[src/rtl/pipe_hazard_if.sv]
`default_nettype none
// ============================================================================
// pipe_hazard_if : ID-stage hazard/pipeline-control bundle for pipe_hazard_ctl
// Rev 1.0
// ============================================================================
interface pipe_hazard_if #(
  parameter int REG_AW = 5,
  parameter int CNT_W  = 16
);
  logic              id_valid;
  logic [REG_AW-1:0] id_rs;
  logic [REG_AW-1:0] id_rt;
  logic              id_use_rs;
  logic              id_use_rt;
  logic              id_wr_en;
  logic [REG_AW-1:0] id_wn;
  logic              id_is_load;
  logic              id_jump;
  logic              br_taken;
  logic              stall;
  logic              flush_if_id;
  logic              flush_id_ex;
  logic [CNT_W-1:0]  stall_cnt;
  logic [CNT_W-1:0]  flush_cnt;

  modport master (
    output id_valid, id_rs, id_rt, id_use_rs, id_use_rt, id_wr_en, id_wn,
           id_is_load, id_jump, br_taken,
    input  stall, flush_if_id, flush_id_ex, stall_cnt, flush_cnt
  );

  modport slave (
    input  id_valid, id_rs, id_rt, id_use_rs, id_use_rt, id_wr_en, id_wn,
           id_is_load, id_jump, br_taken,
    output stall, flush_if_id, flush_id_ex, stall_cnt, flush_cnt
  );
endinterface
`default_nettype wire

[src/rtl/pipe_hazard_ctl.sv]
`default_nettype none
// ============================================================================
// pipe_hazard_ctl : scoreboard-based RAW stall / branch-jump flush control.
// Optional load-use-only stalling with forwarding: define PIPE_HAZARD_FWD_EN.
// Rev 1.0
// ============================================================================
module pipe_hazard_ctl #(
  parameter int REG_AW   = 5,
  parameter int DEPTH    = 3,
  parameter int BR_STAGE = 2,
  parameter int CNT_W    = 16
) (
  input  logic          clk,
  input  logic          rst,
  pipe_hazard_if.slave  bus
);

  typedef struct packed {
    logic              v;
    logic              wr;
    logic              ld;
    logic [REG_AW-1:0] wn;
  } sb_entry_t;

  sb_entry_t        sb_q [DEPTH];
  sb_entry_t        sb_d [DEPTH];
  logic [DEPTH-1:0] match_w;
  logic             hazard_w;
  logic             stall_w;
  logic             flush_if_id_w;
  logic             flush_id_ex_w;
  logic [CNT_W-1:0] stall_cnt_q;
  logic [CNT_W-1:0] flush_cnt_q;
  logic             unused_w;

  generate
    for (genvar k = 0; k < DEPTH; k++) begin : g_match
      assign match_w[k] = sb_q[k].v & sb_q[k].wr & (sb_q[k].wn != '0) &
                          ((bus.id_use_rs & (sb_q[k].wn == bus.id_rs)) |
                           (bus.id_use_rt & (sb_q[k].wn == bus.id_rt)));
    end
  endgenerate

`ifdef PIPE_HAZARD_FWD_EN
  assign hazard_w = match_w[0] & sb_q[0].ld;
`else
  assign hazard_w = |match_w;
`endif

  assign unused_w = ^{match_w, sb_q[DEPTH-1]};

  assign stall_w       = ~rst & bus.id_valid & ~bus.br_taken & hazard_w;
  assign flush_id_ex_w = ~rst & bus.br_taken;
  // A jump held in ID by a stall keeps id_jump asserted, so it fires once the stall clears.
  assign flush_if_id_w = ~rst & (bus.br_taken | (bus.id_jump & bus.id_valid & ~stall_w));

  assign bus.stall       = stall_w;
  assign bus.flush_if_id = flush_if_id_w;
  assign bus.flush_id_ex = flush_id_ex_w;
  assign bus.stall_cnt   = stall_cnt_q;
  assign bus.flush_cnt   = flush_cnt_q;

  always_comb begin
    sb_d[0] = '0;
    if (bus.id_valid & ~stall_w & ~bus.br_taken) begin
      sb_d[0] = '{v: 1'b1, wr: bus.id_wr_en, ld: bus.id_is_load, wn: bus.id_wn};
    end
    for (int k = 1; k < DEPTH; k++) begin
      sb_d[k] = sb_q[k-1];
      // Entries younger than the resolving branch are wrong-path and get squashed as they advance.
      if (bus.br_taken && (k < BR_STAGE)) begin
        sb_d[k].v = 1'b0;
      end
    end
  end

  always_ff @(posedge clk) begin
    if (rst) begin
      for (int k = 0; k < DEPTH; k++) begin
        sb_q[k] <= '0;
      end
      stall_cnt_q <= '0;
      flush_cnt_q <= '0;
    end else begin
      for (int k = 0; k < DEPTH; k++) begin
        sb_q[k] <= sb_d[k];
      end
      if (stall_w && (stall_cnt_q != '1)) begin
        stall_cnt_q <= stall_cnt_q + CNT_W'(1);
      end
      if (flush_if_id_w && (flush_cnt_q != '1)) begin
        flush_cnt_q <= flush_cnt_q + CNT_W'(1);
      end
    end
  end

endmodule
`default_nettype wire

[src/flat_wrapper.sv]
// flat-port wrapper written by rule: the top's interface ports become plain ports
module pipe_hazard_ctl_flat 
#(
  parameter int REG_AW   = 5,
  parameter int DEPTH    = 3,
  parameter int BR_STAGE = 2,
  parameter int CNT_W    = 16
)
  (clk, rst, bus_id_valid, bus_id_rs, bus_id_rt, bus_id_use_rs, bus_id_use_rt, bus_id_wr_en, bus_id_wn, bus_id_is_load, bus_id_jump, bus_br_taken, bus_stall, bus_flush_if_id, bus_flush_id_ex, bus_stall_cnt, bus_flush_cnt);
  pipe_hazard_if #(.REG_AW(REG_AW), .CNT_W(CNT_W)) bus_i ();
  input  logic clk;
  input  logic rst;
  input wire logic [$bits(bus_i.id_valid)-1:0] bus_id_valid;
  input wire logic [$bits(bus_i.id_rs)-1:0] bus_id_rs;
  input wire logic [$bits(bus_i.id_rt)-1:0] bus_id_rt;
  input wire logic [$bits(bus_i.id_use_rs)-1:0] bus_id_use_rs;
  input wire logic [$bits(bus_i.id_use_rt)-1:0] bus_id_use_rt;
  input wire logic [$bits(bus_i.id_wr_en)-1:0] bus_id_wr_en;
  input wire logic [$bits(bus_i.id_wn)-1:0] bus_id_wn;
  input wire logic [$bits(bus_i.id_is_load)-1:0] bus_id_is_load;
  input wire logic [$bits(bus_i.id_jump)-1:0] bus_id_jump;
  input wire logic [$bits(bus_i.br_taken)-1:0] bus_br_taken;
  output wire logic [$bits(bus_i.stall)-1:0] bus_stall;
  output wire logic [$bits(bus_i.flush_if_id)-1:0] bus_flush_if_id;
  output wire logic [$bits(bus_i.flush_id_ex)-1:0] bus_flush_id_ex;
  output wire logic [$bits(bus_i.stall_cnt)-1:0] bus_stall_cnt;
  output wire logic [$bits(bus_i.flush_cnt)-1:0] bus_flush_cnt;
  assign bus_i.id_valid = bus_id_valid;
  assign bus_i.id_rs = bus_id_rs;
  assign bus_i.id_rt = bus_id_rt;
  assign bus_i.id_use_rs = bus_id_use_rs;
  assign bus_i.id_use_rt = bus_id_use_rt;
  assign bus_i.id_wr_en = bus_id_wr_en;
  assign bus_i.id_wn = bus_id_wn;
  assign bus_i.id_is_load = bus_id_is_load;
  assign bus_i.id_jump = bus_id_jump;
  assign bus_i.br_taken = bus_br_taken;
  assign bus_stall = bus_i.stall;
  assign bus_flush_if_id = bus_i.flush_if_id;
  assign bus_flush_id_ex = bus_i.flush_id_ex;
  assign bus_stall_cnt = bus_i.stall_cnt;
  assign bus_flush_cnt = bus_i.flush_cnt;
  pipe_hazard_ctl #(.REG_AW(REG_AW), .DEPTH(DEPTH), .BR_STAGE(BR_STAGE), .CNT_W(CNT_W)) u_core (.clk(clk), .rst(rst), .bus(bus_i));
endmodule
[config.mk]
export PLATFORM = sky130hd
export DESIGN_NAME = pipe_hazard_ctl_flat
export DESIGN_NICKNAME = d
export VERILOG_FILES = /design/src/rtl/pipe_hazard_if.sv /design/src/rtl/pipe_hazard_ctl.sv /design/src/flat_wrapper.sv
export SDC_FILE = /design/constraint.sdc
export NUM_CORES = 1
export LEC_CHECK = 0
export ABC_AREA = 1
export CORE_ASPECT_RATIO = 1.1
export CORE_MARGIN = 2
export CORE_UTILIZATION = 52
export DETAILED_ROUTE_END_ITERATION = 10
export PLACE_DENSITY = 0.87
export SYNTH_ARGS = -nofsm -noshare
export SYNTH_HDL_FRONTEND = slang
export SYNTH_SLANG_ARGS = --single-unit
[constraint.sdc]
create_clock -name clk -period 2.5 [get_ports clk]
set_clock_uncertainty 0.15 [all_clocks]
set_input_delay 0.25 -clock clk [delete_from_list [all_inputs] [get_ports clk]]
set_output_delay 0.25 -clock clk [all_outputs]
set_load 0.05 [all_outputs]
==> out/summary.txt <==
count leader, synth - nand2_1
via count - 3183
adder-cell share of the synthesized area - 0.00807
period utilization - 0.951
Final nets - 570
# diodes - 0
Total Routing Usage GR - 0.235
number of synthesized flops with an enable pin - 0
hold depth - 2
P_leak - 1.62 nW
H-Tree Level Count - 2
Initial Utilization - 0.537
YS warnings - 0
WL/cell - 12.5 um
die width - 77.6 um
Synth Area in Compound Gates - 0.0751
Post-Syn Area - 3100 um2
worst reg2reg endpoint - u_core.bus.stall_cnt[6]
Synth Area in Simple Gates - 0.414
register bit total from synthesis - 53
WHS - 0.285 ns
Yosys cell types - 30
wire length on met1 - 3280 um
largest family of logic cells by synthesized area - simple AND/OR/NAND/NOR gates
startpoint types - input pin
reg2reg setup slack - 0.22 ns
Final WS setup - 0.122 ns
# rows - 29
CP arrival - 1.98 ns
f_max - 420 MHz
measured slew at the worst slew-check pin - 0.519 ns
Hold Startpoint - u_core.sb_q[0][14]
quantity of hold-fixing buffers added after cts - 0
Die H - 85.0 um
Syn Inst Count - 487
Mapped Nets - 513
CTS tree - yes
Synth top cells by count - nand2_1, nor2_1, inv_1
Max FO, Critical Path - 22
utilization after layout - 0.671
CP required - 2.10 ns
ys flop type - dfxtp_1
fillcell total - 497
async set or reset register ratio after synthesis - 0
clk slew on worst S/H paths - 0.09 ns
dominant cell type by area after synthesis - dfxtp_1
minimum clock period - 2.38 ns
dpl ws - 0.0728 ns
vias per cell - 5.12
final hold violation count - 0
first-pass GRT wire length - 12800 um
Synth Area in XOR/XNOR - 0.0508
metal3 WL - 350 um
Met2 Wirelength - 4000 um
worst r2r path cells - 10
slew margin rel. - 0.653
clock sink count - 53
CP Class - input pin to primary output
1st-iter DRT viols - 184
number of global-route vias before repair - 2987
top post-synthesis cells by area - dfxtp_1, nand2_1, nor2_1
register area share after synthesis - 0.342
HPWL Detailed - 5750 um
I/O pins - 59
Setup TNS - 0 ns
worst hold path type - flip-flop to flip-flop
RR Startpoint - u_core.bus.stall_cnt[0]
final setup fails - 0
mux share of post-synthesis cell area - 0
aggregate routed wire length - 7790 um
status - complete, no violations
Worst setup EP type - primary output
share of cells above drive strength 1 - 0.101
max_cap viols - 0
total grt overflow - 0
Die ar. - 6600 um2
Post-CTS Setup Inserts - 0
Num CTS Buffers - 5
pin count of the biggest net entering global routing - 24
Synth Area per Inst - 6.37 um2
DRC violations left - 0
Max Slew Vio Count - 0
total core area - 5770 um2
Synth top area share - 0.342
routability cong. - 0.886
Synth-to-Final Area Change - 24.9%
CTS Root Cell - clkbuf_8
PD cells - 426 nW/um2
worst IR drop on VDD - 0.305 mV
max layer used - met4
antenna violations before repair - 0
CTS max path bufs - 2
cts repair resizes - 0
Worst Hold Endpoint - u_core.sb_q[0][22]
Routed Antenna Nets - 0
Worst-Skew Late Latency - 0.31 ns
PortBufs - 57
DR pass1 iterations - 4
-- metal layers --
metal | vias to the layer above | track usage
li1 | 1621 | -
met1 | 1456 | 0.280
met2 | 90 | 0.427
met3 | 16 | 0.0319
met4 | 0 | 0.0877
met5 | - | 0
-- cell usage in the layout, fill, tap and decap left out --
cell type / n
nor3b_1: 1
buf_12: 3
nand4_1: 5
inv_1: 58
xnor2_1: 7
dlymetal6s2s_1: 1
nor3_1: 12
buf_4: 4
a21oi_2: 10
a21oi_1: 20
nand3b_1: 1
nand2_8: 1
clkbuf_8: 6
clkbuf_1: 1
ha_1: 2
nand3_2: 1
dfxtp_1: 53
nor3_2: 2
nor2_1: 68
inv_2: 11
nand3_1: 40
nand2_4: 2
o21ai_1: 2
bufinv_16: 1
xor2_1: 11
nand2_1: 144
nor2_2: 1
and3_1: 2
o21ai_0: 7
nor2_4: 1
nor4_1: 2
clkdlybuf4s50_1: 53
nand2_2: 12
-- per-stage QoR --
| stage | std cells | cell area (um2) | total power (W) |
|---|---|---|---|
| after CTS | 622 | 3860 | 0.00166 |
| after floorplan | 487 | 3100 | 0.000990 |
| after detailed placement | 614 | 3750 | 0.00106 |
| after global placement | 614 | 3750 | 0.00106 |
| final | 622 | 3870 | 0.00165 |
| after global routing | 622 | 3870 | 0.00171 |
-- power by group --
| group | total [W] | internal [W] | switching (W) |
|---|---|---|---|
| Clock | 0.000606 | 0.000327 | 0.000279 |
| Sequential | 0.000861 | 0.000852 | 0.00000838 |
| Combinational | 0.000185 | 0.0000767 | 0.000109 |
-- critical path, stage by stage --
cell and delay [ns]:
clkdlybuf4s50_1 0.54, inv_1 0.11, nand2_1 0.07, nand2_1 0.04, nor2_1 0.13, nand3_1 0.09, nand2_1 0.08, nand2_1 0.08
nand3_2 0.08, nand2_2 0.07, nand2_2 0.12, nand2_8 0.13, buf_12 0.18
-- worst max path at each step --
stage                             from                        to  slack (ns)
2_1_floorplan  u_core.bus.stall_cnt[1]   u_core.bus.stall_cnt[4]        0.28
3_3_place_gp              bus_id_rs[4]   u_core.bus.flush_cnt[3]        0.11
3_5_place_dp              bus_id_rs[4]  u_core.bus.flush_cnt[15]        0.07
4_1_cts                   bus_id_rs[4]           bus_flush_if_id        0.11
5_1_grt                   bus_id_rs[1]           bus_flush_if_id      -0.008
6_report                  bus_id_rt[3]           bus_flush_if_id        0.12
-- state kept, by name, summed over array words and instances (netlist names) --
register	count
u_core.bus.stall_cnt	16
u_core.bus.flush_cnt	16
u_core.sb_q	21
-- area by class of cell --
| class | count | area, um2 | share of cell area |
|---|---|---|---|
| Inverter | 69 | 259 | 0.0669 |
| Tap cell | 77 | 96.3 | 0.0249 |
| Sequential cell | 53 | 1060 | 0.274 |
| Clock buffer | 7 | 86.3 | 0.0223 |
| Clock inverter | 1 | 30.0 | 0.00775 |
| Multi-Input combinational cell | 354 | 1710 | 0.441 |
| Timing Repair Buffer | 61 | 633 | 0.163 |
-- kinds of logic after synthesis --
family / count (synthesis)
buffers and inverters: 80
and+or+nand+nor: 295
adders and majority gates: 2
DFF: 53
xor gates and xnor gates: 18
AOI/OAI and AO/OA: 39
No activity file was read; power rests on OpenSTA's default activity.
